--- src/rtl/ps2_pkg.sv ---
// ============================================================================
// Module      : ps2_pkg
// Description : Shared PS/2 FSM state encodings, command bytes and parity.
// Revision    : 1.0
// ============================================================================
`default_nettype none

package ps2_pkg;

   typedef logic [3:0] ps2_state_t;

   localparam ps2_state_t ST_IDLE      = 4'd0;
   localparam ps2_state_t ST_INHIBIT   = 4'd1;
   localparam ps2_state_t ST_RTS       = 4'd2;
   localparam ps2_state_t ST_SHIFT     = 4'd3;
   localparam ps2_state_t ST_STOP      = 4'd4;
   localparam ps2_state_t ST_ACK       = 4'd5;
   localparam ps2_state_t ST_WAIT_IDLE = 4'd6;
   localparam ps2_state_t ST_DONE      = 4'd7;
   localparam ps2_state_t ST_ERROR     = 4'd8;

   localparam logic [7:0] CMD_SET_LEDS = 8'hED;
   localparam logic [7:0] CMD_RESET    = 8'hFF;
   localparam logic [7:0] ACK_BYTE     = 8'hFA;

   // Odd parity bit: 1 when the byte holds an even number of ones.
   function automatic logic odd_parity(input logic [7:0] data);
      return ~^data;
   endfunction

endpackage

`default_nettype wire

--- src/rtl/ps2_host_tx_if.sv ---
// ============================================================================
// Module      : ps2_host_tx_if
// Description : Command-byte handshake between a requester and ps2_host_tx.
// Revision    : 1.0
// ============================================================================
`default_nettype none

interface ps2_host_tx_if;
   logic       tx_valid;
   logic [7:0] tx_data;
   logic       tx_ready;
   logic       tx_done;
   logic       tx_error;
   logic       busy;

   modport master (
      output tx_valid, tx_data,
      input  tx_ready, tx_done, tx_error, busy
   );

   modport slave (
      input  tx_valid, tx_data,
      output tx_ready, tx_done, tx_error, busy
   );
endinterface

`default_nettype wire

--- src/rtl/ps2_line_sync.sv ---
// ============================================================================
// Module      : ps2_line_sync
// Description : Two-flop synchroniser for a PS/2 line with falling-edge detect.
// Revision    : 1.0
// ============================================================================
`default_nettype none

module ps2_line_sync (
   input  wire logic clk,
   input  wire logic reset,
   input  wire logic i_line,
   output logic      o_sync,
   output logic      o_fell
);

   logic r_meta;
   logic r_sync;
   logic r_prev;

   // Flops reset high to match the idle (pulled-up) line, so no false edge after reset.
   always_ff @(posedge clk or negedge reset) begin
      if (!reset) begin
         r_meta <= 1'b1;
         r_sync <= 1'b1;
         r_prev <= 1'b1;
      end else begin
         r_meta <= i_line;
         r_sync <= r_meta;
         r_prev <= r_sync;
      end
   end

   assign o_sync = r_sync;
   assign o_fell = r_prev & ~r_sync;

endmodule

`default_nettype wire

--- src/rtl/ps2_host_tx.sv ---
// ============================================================================
// Module      : ps2_host_tx
// Description : Host-to-device PS/2 transmitter: inhibit, RTS, shift, stop, ACK.
// Revision    : 1.0
// ============================================================================
`default_nettype none

module ps2_host_tx
   import ps2_pkg::*;
#(
   parameter int unsigned INHIBIT_CYCLES = 5000,
   parameter int unsigned START_TIMEOUT  = 750000,
   parameter int unsigned FRAME_TIMEOUT  = 100000
) (
   input  wire logic      clk,
   input  wire logic      reset,
   ps2_host_tx_if.slave   tx_if,
   input  wire logic      ps2_clock_in,
   input  wire logic      ps2_data_in,
   output logic           ps2_clock_oe,
   output logic           ps2_data_oe
);

   localparam int unsigned c_timer_max =
      (INHIBIT_CYCLES > START_TIMEOUT)
         ? ((INHIBIT_CYCLES > FRAME_TIMEOUT) ? INHIBIT_CYCLES : FRAME_TIMEOUT)
         : ((START_TIMEOUT  > FRAME_TIMEOUT) ? START_TIMEOUT  : FRAME_TIMEOUT);
   localparam int c_timer_w = $clog2(c_timer_max);

   localparam logic [c_timer_w-1:0] c_inhibit_load = c_timer_w'(INHIBIT_CYCLES - 1);
   localparam logic [c_timer_w-1:0] c_start_load   = c_timer_w'(START_TIMEOUT - 1);
   localparam logic [c_timer_w-1:0] c_frame_load   = c_timer_w'(FRAME_TIMEOUT - 1);
   localparam logic [c_timer_w-1:0] c_timer_one    = c_timer_w'(1);

   ps2_state_t           r_state;
   logic [8:0]           r_shift;
   logic [3:0]           r_bit_cnt;
   logic [c_timer_w-1:0] r_timer;
   logic                 r_clock_oe;
   logic                 r_data_oe;
   logic                 r_data_meta;
   logic                 r_data_sync;
   logic                 w_clk_sync;
   logic                 w_clk_fell;
   logic                 w_timer_zero;

   ps2_line_sync u_clock_sync (
      .clk    (clk),
      .reset  (reset),
      .i_line (ps2_clock_in),
      .o_sync (w_clk_sync),
      .o_fell (w_clk_fell)
   );

   always_ff @(posedge clk or negedge reset) begin
      if (!reset) begin
         r_data_meta <= 1'b1;
         r_data_sync <= 1'b1;
      end else begin
         r_data_meta <= ps2_data_in;
         r_data_sync <= r_data_meta;
      end
   end

   assign w_timer_zero = (r_timer == '0);

   always_ff @(posedge clk or negedge reset) begin
      if (!reset) begin
         r_state    <= ST_IDLE;
         r_shift    <= '0;
         r_bit_cnt  <= '0;
         r_timer    <= '0;
         r_clock_oe <= 1'b0;
         r_data_oe  <= 1'b0;
      end else begin
         case (r_state)
            ST_IDLE: begin
               if (tx_if.tx_valid) begin
                  r_shift    <= {odd_parity(tx_if.tx_data), tx_if.tx_data};
                  r_bit_cnt  <= '0;
                  r_timer    <= c_inhibit_load;
                  r_clock_oe <= 1'b1;
                  r_data_oe  <= 1'b0;
                  r_state    <= ST_INHIBIT;
               end
            end

            // Data goes low one cycle before clock is released so RTS is clean.
            ST_INHIBIT: begin
               if (w_timer_zero) begin
                  r_clock_oe <= 1'b0;
                  r_data_oe  <= 1'b1;
                  r_timer    <= c_start_load;
                  r_state    <= ST_RTS;
               end else begin
                  if (r_timer == c_timer_one) begin
                     r_data_oe <= 1'b1;
                  end
                  r_timer <= r_timer - c_timer_one;
               end
            end

            ST_RTS: begin
               if (w_clk_fell) begin
                  r_timer <= c_frame_load;
                  r_state <= ST_SHIFT;
               end else if (w_timer_zero) begin
                  r_clock_oe <= 1'b0;
                  r_data_oe  <= 1'b0;
                  r_state    <= ST_ERROR;
               end else begin
                  r_timer <= r_timer - c_timer_one;
               end
            end

            ST_SHIFT, ST_STOP, ST_ACK, ST_WAIT_IDLE: begin
               if (w_timer_zero) begin
                  r_clock_oe <= 1'b0;
                  r_data_oe  <= 1'b0;
                  r_state    <= ST_ERROR;
               end else begin
                  r_timer <= r_timer - c_timer_one;
                  case (r_state)
                     ST_SHIFT: begin
                        if (w_clk_fell) begin
                           r_data_oe <= ~r_shift[0];
                           r_shift   <= {1'b0, r_shift[8:1]};
                           r_bit_cnt <= r_bit_cnt + 4'd1;
                           if (r_bit_cnt == 4'd8) begin
                              r_state <= ST_STOP;
                           end
                        end
                     end
                     ST_STOP: begin
                        if (w_clk_fell) begin
                           r_data_oe <= 1'b0;
                           r_state   <= ST_ACK;
                        end
                     end
                     ST_ACK: begin
                        if (w_clk_fell) begin
                           r_state <= r_data_sync ? ST_ERROR : ST_WAIT_IDLE;
                        end
                     end
                     default: begin
                        if (r_data_sync && w_clk_sync) begin
                           r_state <= ST_DONE;
                        end
                     end
                  endcase
               end
            end

            ST_DONE, ST_ERROR: begin
               r_state <= ST_IDLE;
            end

            default: begin
               r_clock_oe <= 1'b0;
               r_data_oe  <= 1'b0;
               r_state    <= ST_IDLE;
            end
         endcase
      end
   end

   assign tx_if.tx_ready = (r_state == ST_IDLE);
   assign tx_if.busy     = (r_state != ST_IDLE);
   assign tx_if.tx_done  = (r_state == ST_DONE);
   assign tx_if.tx_error = (r_state == ST_ERROR);
   assign ps2_clock_oe   = r_clock_oe;
   assign ps2_data_oe    = r_data_oe;

endmodule

`default_nettype wire
--- src/flat_wrapper.sv ---
// flat-port wrapper written by rule: the top's interface ports become plain ports
module ps2_host_tx_flat import ps2_pkg::*;
#(
   parameter int unsigned INHIBIT_CYCLES = 5000,
   parameter int unsigned START_TIMEOUT  = 750000,
   parameter int unsigned FRAME_TIMEOUT  = 100000
)
  (clk, reset, ps2_clock_in, ps2_data_in, ps2_clock_oe, ps2_data_oe, tx_if_tx_valid, tx_if_tx_data, tx_if_tx_ready, tx_if_tx_done, tx_if_tx_error, tx_if_busy);
  ps2_host_tx_if tx_if_i ();
  input  wire logic clk;
  input  wire logic reset;
  input  wire logic ps2_clock_in;
  input  wire logic ps2_data_in;
  output logic ps2_clock_oe;
  output logic ps2_data_oe;
  input wire logic [$bits(tx_if_i.tx_valid)-1:0] tx_if_tx_valid;
  input wire logic [$bits(tx_if_i.tx_data)-1:0] tx_if_tx_data;
  output wire logic [$bits(tx_if_i.tx_ready)-1:0] tx_if_tx_ready;
  output wire logic [$bits(tx_if_i.tx_done)-1:0] tx_if_tx_done;
  output wire logic [$bits(tx_if_i.tx_error)-1:0] tx_if_tx_error;
  output wire logic [$bits(tx_if_i.busy)-1:0] tx_if_busy;
  assign tx_if_i.tx_valid = tx_if_tx_valid;
  assign tx_if_i.tx_data = tx_if_tx_data;
  assign tx_if_tx_ready = tx_if_i.tx_ready;
  assign tx_if_tx_done = tx_if_i.tx_done;
  assign tx_if_tx_error = tx_if_i.tx_error;
  assign tx_if_busy = tx_if_i.busy;
  ps2_host_tx #(.INHIBIT_CYCLES(INHIBIT_CYCLES), .START_TIMEOUT(START_TIMEOUT), .FRAME_TIMEOUT(FRAME_TIMEOUT)) u_core (.clk(clk), .reset(reset), .tx_if(tx_if_i), .ps2_clock_in(ps2_clock_in), .ps2_data_in(ps2_data_in), .ps2_clock_oe(ps2_clock_oe), .ps2_data_oe(ps2_data_oe));
endmodule
--- config.mk ---
export PLATFORM = sky130hd
export DESIGN_NAME = ps2_host_tx_flat
export DESIGN_NICKNAME = d
export VERILOG_FILES = /design/src/rtl/ps2_pkg.sv /design/src/rtl/ps2_host_tx_if.sv /design/src/rtl/ps2_line_sync.sv /design/src/rtl/ps2_host_tx.sv /design/src/flat_wrapper.sv
export SDC_FILE = /design/constraint.sdc
export NUM_CORES = 1
export LEC_CHECK = 0
export BUFFER_PORTS_ARGS = -buffer_cell sky130_fd_sc_hd__buf_2
export CORE_MARGIN = 2
export CORE_UTILIZATION = 55
export DETAILED_ROUTE_END_ITERATION = 16
export HOLD_SLACK_MARGIN = 0.08
export PLACE_DENSITY_LB_ADDON = 0.3
export SKIP_CTS_REPAIR_TIMING = 1
export SYNTH_ARGS = -nofsm -noshare
export SYNTH_HDL_FRONTEND = slang
export SYNTH_HIERARCHICAL = 1
export SYNTH_SLANG_ARGS = --single-unit
--- constraint.sdc ---
create_clock -name clk -period 2.3 [get_ports clk]
set_input_delay 0.575 -clock clk [delete_from_list [all_inputs] [get_ports clk]]
set_output_delay 0.575 -clock clk [all_outputs]
set_load 0.05 [all_outputs]
### Word-level counts from Yosys, hierarchy flattened

Cells that the tools add are included.

* add/subtract/negate cells: 2
* eq/ne operators: 25
* multiplexer cells: 42
* bitwise gates (word level): 4
* reduce and logical (&&, ||, !) cells: 15

Operators with widths (number)
* 2-to-1 mux 20 bit: 4
* case mux 20 bit (4 select lines): 1
* 2-to-1 mux 4 bit: 15
* 2-to-1 mux 9 bit: 4
* equality test 20 x 1 -> 1 bit, second input constant: 1
* zero test 20 bit: 1
* subtractor 20 x 1 -> 20 bit, second input constant: 1
* case mux 9 bit (2 select lines): 1
* equality test 4 x 3 -> 1 bit, second input constant: 4
* case mux 4 bit (4 select lines): 1
* AND reduction 8 bit: 2
* inequality test 4 x 3 -> 1 bit, second input constant: 3
* case mux 4 bit (3 select lines): 1
* 2-to-1 mux 1 bit: 11
* equality test 4 x 2 -> 1 bit, second input constant: 2
* equality test 4 bit, second input constant: 2
* inequality test 2 bit, second input constant: 4
* case mux 4 bit (2 select lines): 1
* nonzero test 4 bit: 2
* XNOR reduction 8 bit: 1
* inequality test 2 x 1 -> 1 bit, second input constant: 3
* inequality test 6 x 1 -> 1 bit, second input constant: 1
* case mux 1 bit (5 select lines): 1
* AND reduction 5 bit: 1
* other kinds (18): 20

* register bits: 44
* output and inout bits: 6

### Depth between registers and ports, before layout

* depth in word-level cells: 6
* depth in mapped cells: 9
* gate-level depth less buffers: 8

### Cells and area by module

Netlist, hierarchy kept.

Modules (own cells, without submodules)
* ps2_host_tx: times used 1, cells an instance 331, area each 2865.2 µm², seq. area each 1028.5 µm²
* ps2_line_sync: times used 1, cells an instance 4, area each 92.6 µm², seq. area each 78.8 µm²

### Least setup slack after synthesis

OpenSTA, ideal clock, no wires.

* path kind: register to output
* start: register u_core.r_state[1]
* end: output port tx_if_busy
* data arrival time: 2.984 ns
* data required time: 1.725 ns
* path slack: -1.259 ns
* stages on the path, launching flop included: 4
* cells stage by stage: dfrtp_1 > clkbuf_1 > nor4_1 > inv_1

* longest elaborated chain between the ends: 1

Ends and longest elaborated chain
* start: declaration: line ps2_host_tx.sv:35 `ps2_state_t r_state;`
* start signal: assignment: line ps2_host_tx.sv:142 `r_state <= r_data_sync ? ST_ERROR : ST_WAIT_IDLE;`
* nonzero test 4 bit: line ps2_host_tx.sv:168 `assign tx_if.busy = (r_state != ST_IDLE);`
* end: declaration: line flat_wrapper.sv:21 `output wire logic [$bits(tx_if_i.busy)-1:0] tx_if_busy;`

No other way between the ends.

### Final worst setup path

* start: register u_core.r_state[0]
* end: output port tx_if_tx_error

* longest elaborated chain between the ends: 1

Ends and longest elaborated chain
* equality test 4 bit: line ps2_host_tx.sv:170 `assign tx_if.tx_error = (r_state == ST_ERROR);`
* end: declaration: line flat_wrapper.sv:20 `output wire logic [$bits(tx_if_i.tx_error)-1:0] tx_if_tx_error;`

No other way between the ends.

==> results.tsv <==
stage	metric	value	unit
finish	fill_cells	444	
yosys	synth_edf_count	0	
route	via_count	2799	
yosys	syn_area	2958	µm²
finish	final_net_count	389	
placement	numPlacedInstances	433	
setup_path	crit_arrival	1650	ps
placement	numPortBuffers	18	
finish	fin_cells	441	
finish	synthToLayoutAreaGrowth	15.44	%
setup_path	crit_path_max_fanout	13	
yosys	ys_seq_area_share	37.44	%
clock_network	cts_tree	built	
yosys	synth_warnings	6	
setup_path	slowest_stage	dfrtp_1	
timing	min_period	2222	ps
setup_path	crit_path_end_kind	output pin	
timing	fin_hold_ws	333.0	ps
placement	hpwl	5790	µm
setup_path	r2r_slack	80	ps
clock_network	htreeDepth	2	
timing	worst-slew-pin-transition	633.2	ps
setup_path	critical_path.top_delay_family	simple AND/OR/NAND/NOR gates	
yosys	syn-num-nets	354	
setup_path	max_stage_delay	420	ps
setup_path	crit_buf_inv	2	
setup_path	required	1730	ps
pwr	p_leak	1.398	nW
clock_network	cts.clk_slew.worst_paths	90	ps
yosys	yosysTopAreaCell	dfrtp_1	
yosys	synthCells	335	
route	routed_wl	7947	µm
route	drt_iter0_markers	315	
clock_network	clk_latency	310	ps
floorplanning	ios	19	
timing	setup_violations	0	
timing	finClkSkew	9.964	ps
run_status	status	finished clean	
yosys	yosys.area.top_type_share	32.99	%
yosys	synth.most_common_cell	dfrtp_1	
floorplanning	die_area	5981	µm²
finish	register_area	1107	µm²
yosys	synth_area_per_cell	8.829	µm²
clock_network	cts_made_buffers	5	
global_route	grt_pass1_vias	2724	
timing	finalMaxSlewViolations	0	
floorplanning	core_area	5140	µm²
finish	multi_input_area	1744	µm²
setup_path	start_kind	flop	
setup_path	critPathKind	flop to output pin	
timing	min_period_over_period	96.63	%
route	wl_per_cell	18.02	µm
global_route	antenna_found_initial	0	
pwr	power_density	406.1	nW/µm²
route	firstDrtPassIters	5	
global_route	grt.total_usage	27.94	%
global_route	grt_max_degree	45	
timing	setup-tns-final	0	ps
finish	diodes	0	
timing	hold_violations	0	
yosys	synth_common_cells	dfrtp_1 (39), nand2_1 (27), nor2_1 (22)	
floorplanning	rows	26	
route	ant_nets	0	
setup_path	path_cells	buf_4, or3_1, nor2_2, clkbuf_4	
timing	fmax	450.0	MHz
placement	place.gp.congestion	0.8652	
clock_network	cts-root-buf	clkbuf_8	
global_route	gr-total-overflow	0	
hold_path	worstHoldPathType	input pin to async pin	
yosys	async_flop_share	100.0	%
job	maxCapViolations	0	
yosys	synth_flop_cell	dfrtp_1	
clock_network	cts.path.max_buffers	2	
timing	slew_headroom	57.34	%
pwr	ir_drop	0.3677	mV
timing	grt_setup_unrepaired	false	
floorplanning	die_h	77.34	µm
floorplanning	start_util	57.55	%
floorplanning	die_w	77.34	µm
route	viasPerCell	6.347	
clock_network	cts.sink_count	44	
yosys	synth_seq_cells	44	
yosys	yosys-top-cells-area	dfrtp_1 (33%), dfstp_2 (4.4%), mux2_2 (3.8%), nand2_1 (3.4%), a21oi_1 (2.9%)	
finish	drive_gt1_share	24.53	%
yosys	yosysUniqueCellTypes	66	
global_route	grt_pass1_wl	13210	µm
route	drc	0	
## registers in the layout (all words and copies together) (netlist names)
register and count:
u_core/r_timer 20, u_core/r_shift 9, u_core/r_bit_cnt 4, u_core/r_state 4, u_core/ps2_clock_oe 1, u_core/ps2_data_oe 1
u_core/r_data_meta 1, u_core/r_data_sync 1, u_core/u_clock_sync/o_sync 1, u_core/u_clock_sync/r_meta 1, u_core/u_clock_sync/r_prev 1
## kinds of logic (layout without fill, tap and decap cells)
logic type      count (synthesis)  count (layout)  synth area share [%]
simple gates                  124             124                 22.63
compound gates                 97              97                 22.84
flops                          44              44                 37.44
buf+inv                        37              73                 5.118
mux                            18              18                 6.768
xor+xnor                        9               9                 2.665
fa+ha+maj                       6               6                 2.538
## final cells by class
cell class / instances / share of cell area [%]
clock buffer: 5 / 2.015
inverter: 17 / 1.869
clock inverter: 3 / 0.7329
multi-input combinational: 254 / 51.08
tap: 70 / 2.565
timing repair buffer: 48 / 9.307
sequential: 44 / 32.43
## cell usage in the layout, fill, tap and decap left out, drive strengths merged, types with 3 or more instances in the layout
master  count
o21ai      21
nand2      28
o32ai       7
dfstp       5
nor4       10
buf        47
inv        19
clkbuf      6
o31a        3
or3         4
ha          6
mux2       16
nand3      14
and2        5
xnor2       7
o22ai       3
a31oi       5
nor3       13
dfrtp      39
a32oi       4
nor2b       7
o31ai       4
and3        4
nor2       22
a211oi      7
a21oi      17
or4         3
o21a        4
nand4       4
## routing by layer
layer  vias up  part of all wire (%)  routed length (µm)  track usage (%)
li1       1327                     -                   -                -
met1      1329                    44                3489            37.10
met2       128                    48                3798            46.35
met5         -                     0                   0                0
met4         0                   1.5                 117            9.286
met3        15                   6.8                 541            5.000
## where the power goes
| group | switching, W | internal, W |
|---|---|---|
| Sequential | 0.00000756 | 0.000788 |
| Clock | 0.000292 | 0.000221 |
| Combinational | 0.0000419 | 0.0000360 |
## stage by stage
step	power [W]	instance area [µm²]	setup slack (ps)	util, %
2_1_floorplan	0.0008473	2975	-8.851	-
3_3_place_gp	0.0008827	3291	166.3	64.02
3_5_place_dp	0.0008894	3291	100.8	64.02
4_1_cts	0.001404	3385	49.67	65.85
5_1_grt	0.001450	3415	3.668	66.43
6_report	0.001387	3415	77.55	66.43
## path summary, 6_finish.rpt
path,start,endpoint,cells past startpoint
hold / removal,reset,u_core/r_shift[3],2
min in group clk,ps2_clock_in,u_core/u_clock_sync/r_meta,1
setup reg to reg,u_core/r_timer[7],u_core/ps2_data_oe,5
hold reg to reg,u_core/u_clock_sync/r_meta,u_core/u_clock_sync/o_sync,0
max in group asynchronous,reset,u_core/r_timer[0],2
setup / recovery,u_core/r_state[0],tx_if_tx_error,4
No activity file was read; power rests on OpenSTA's default activity.
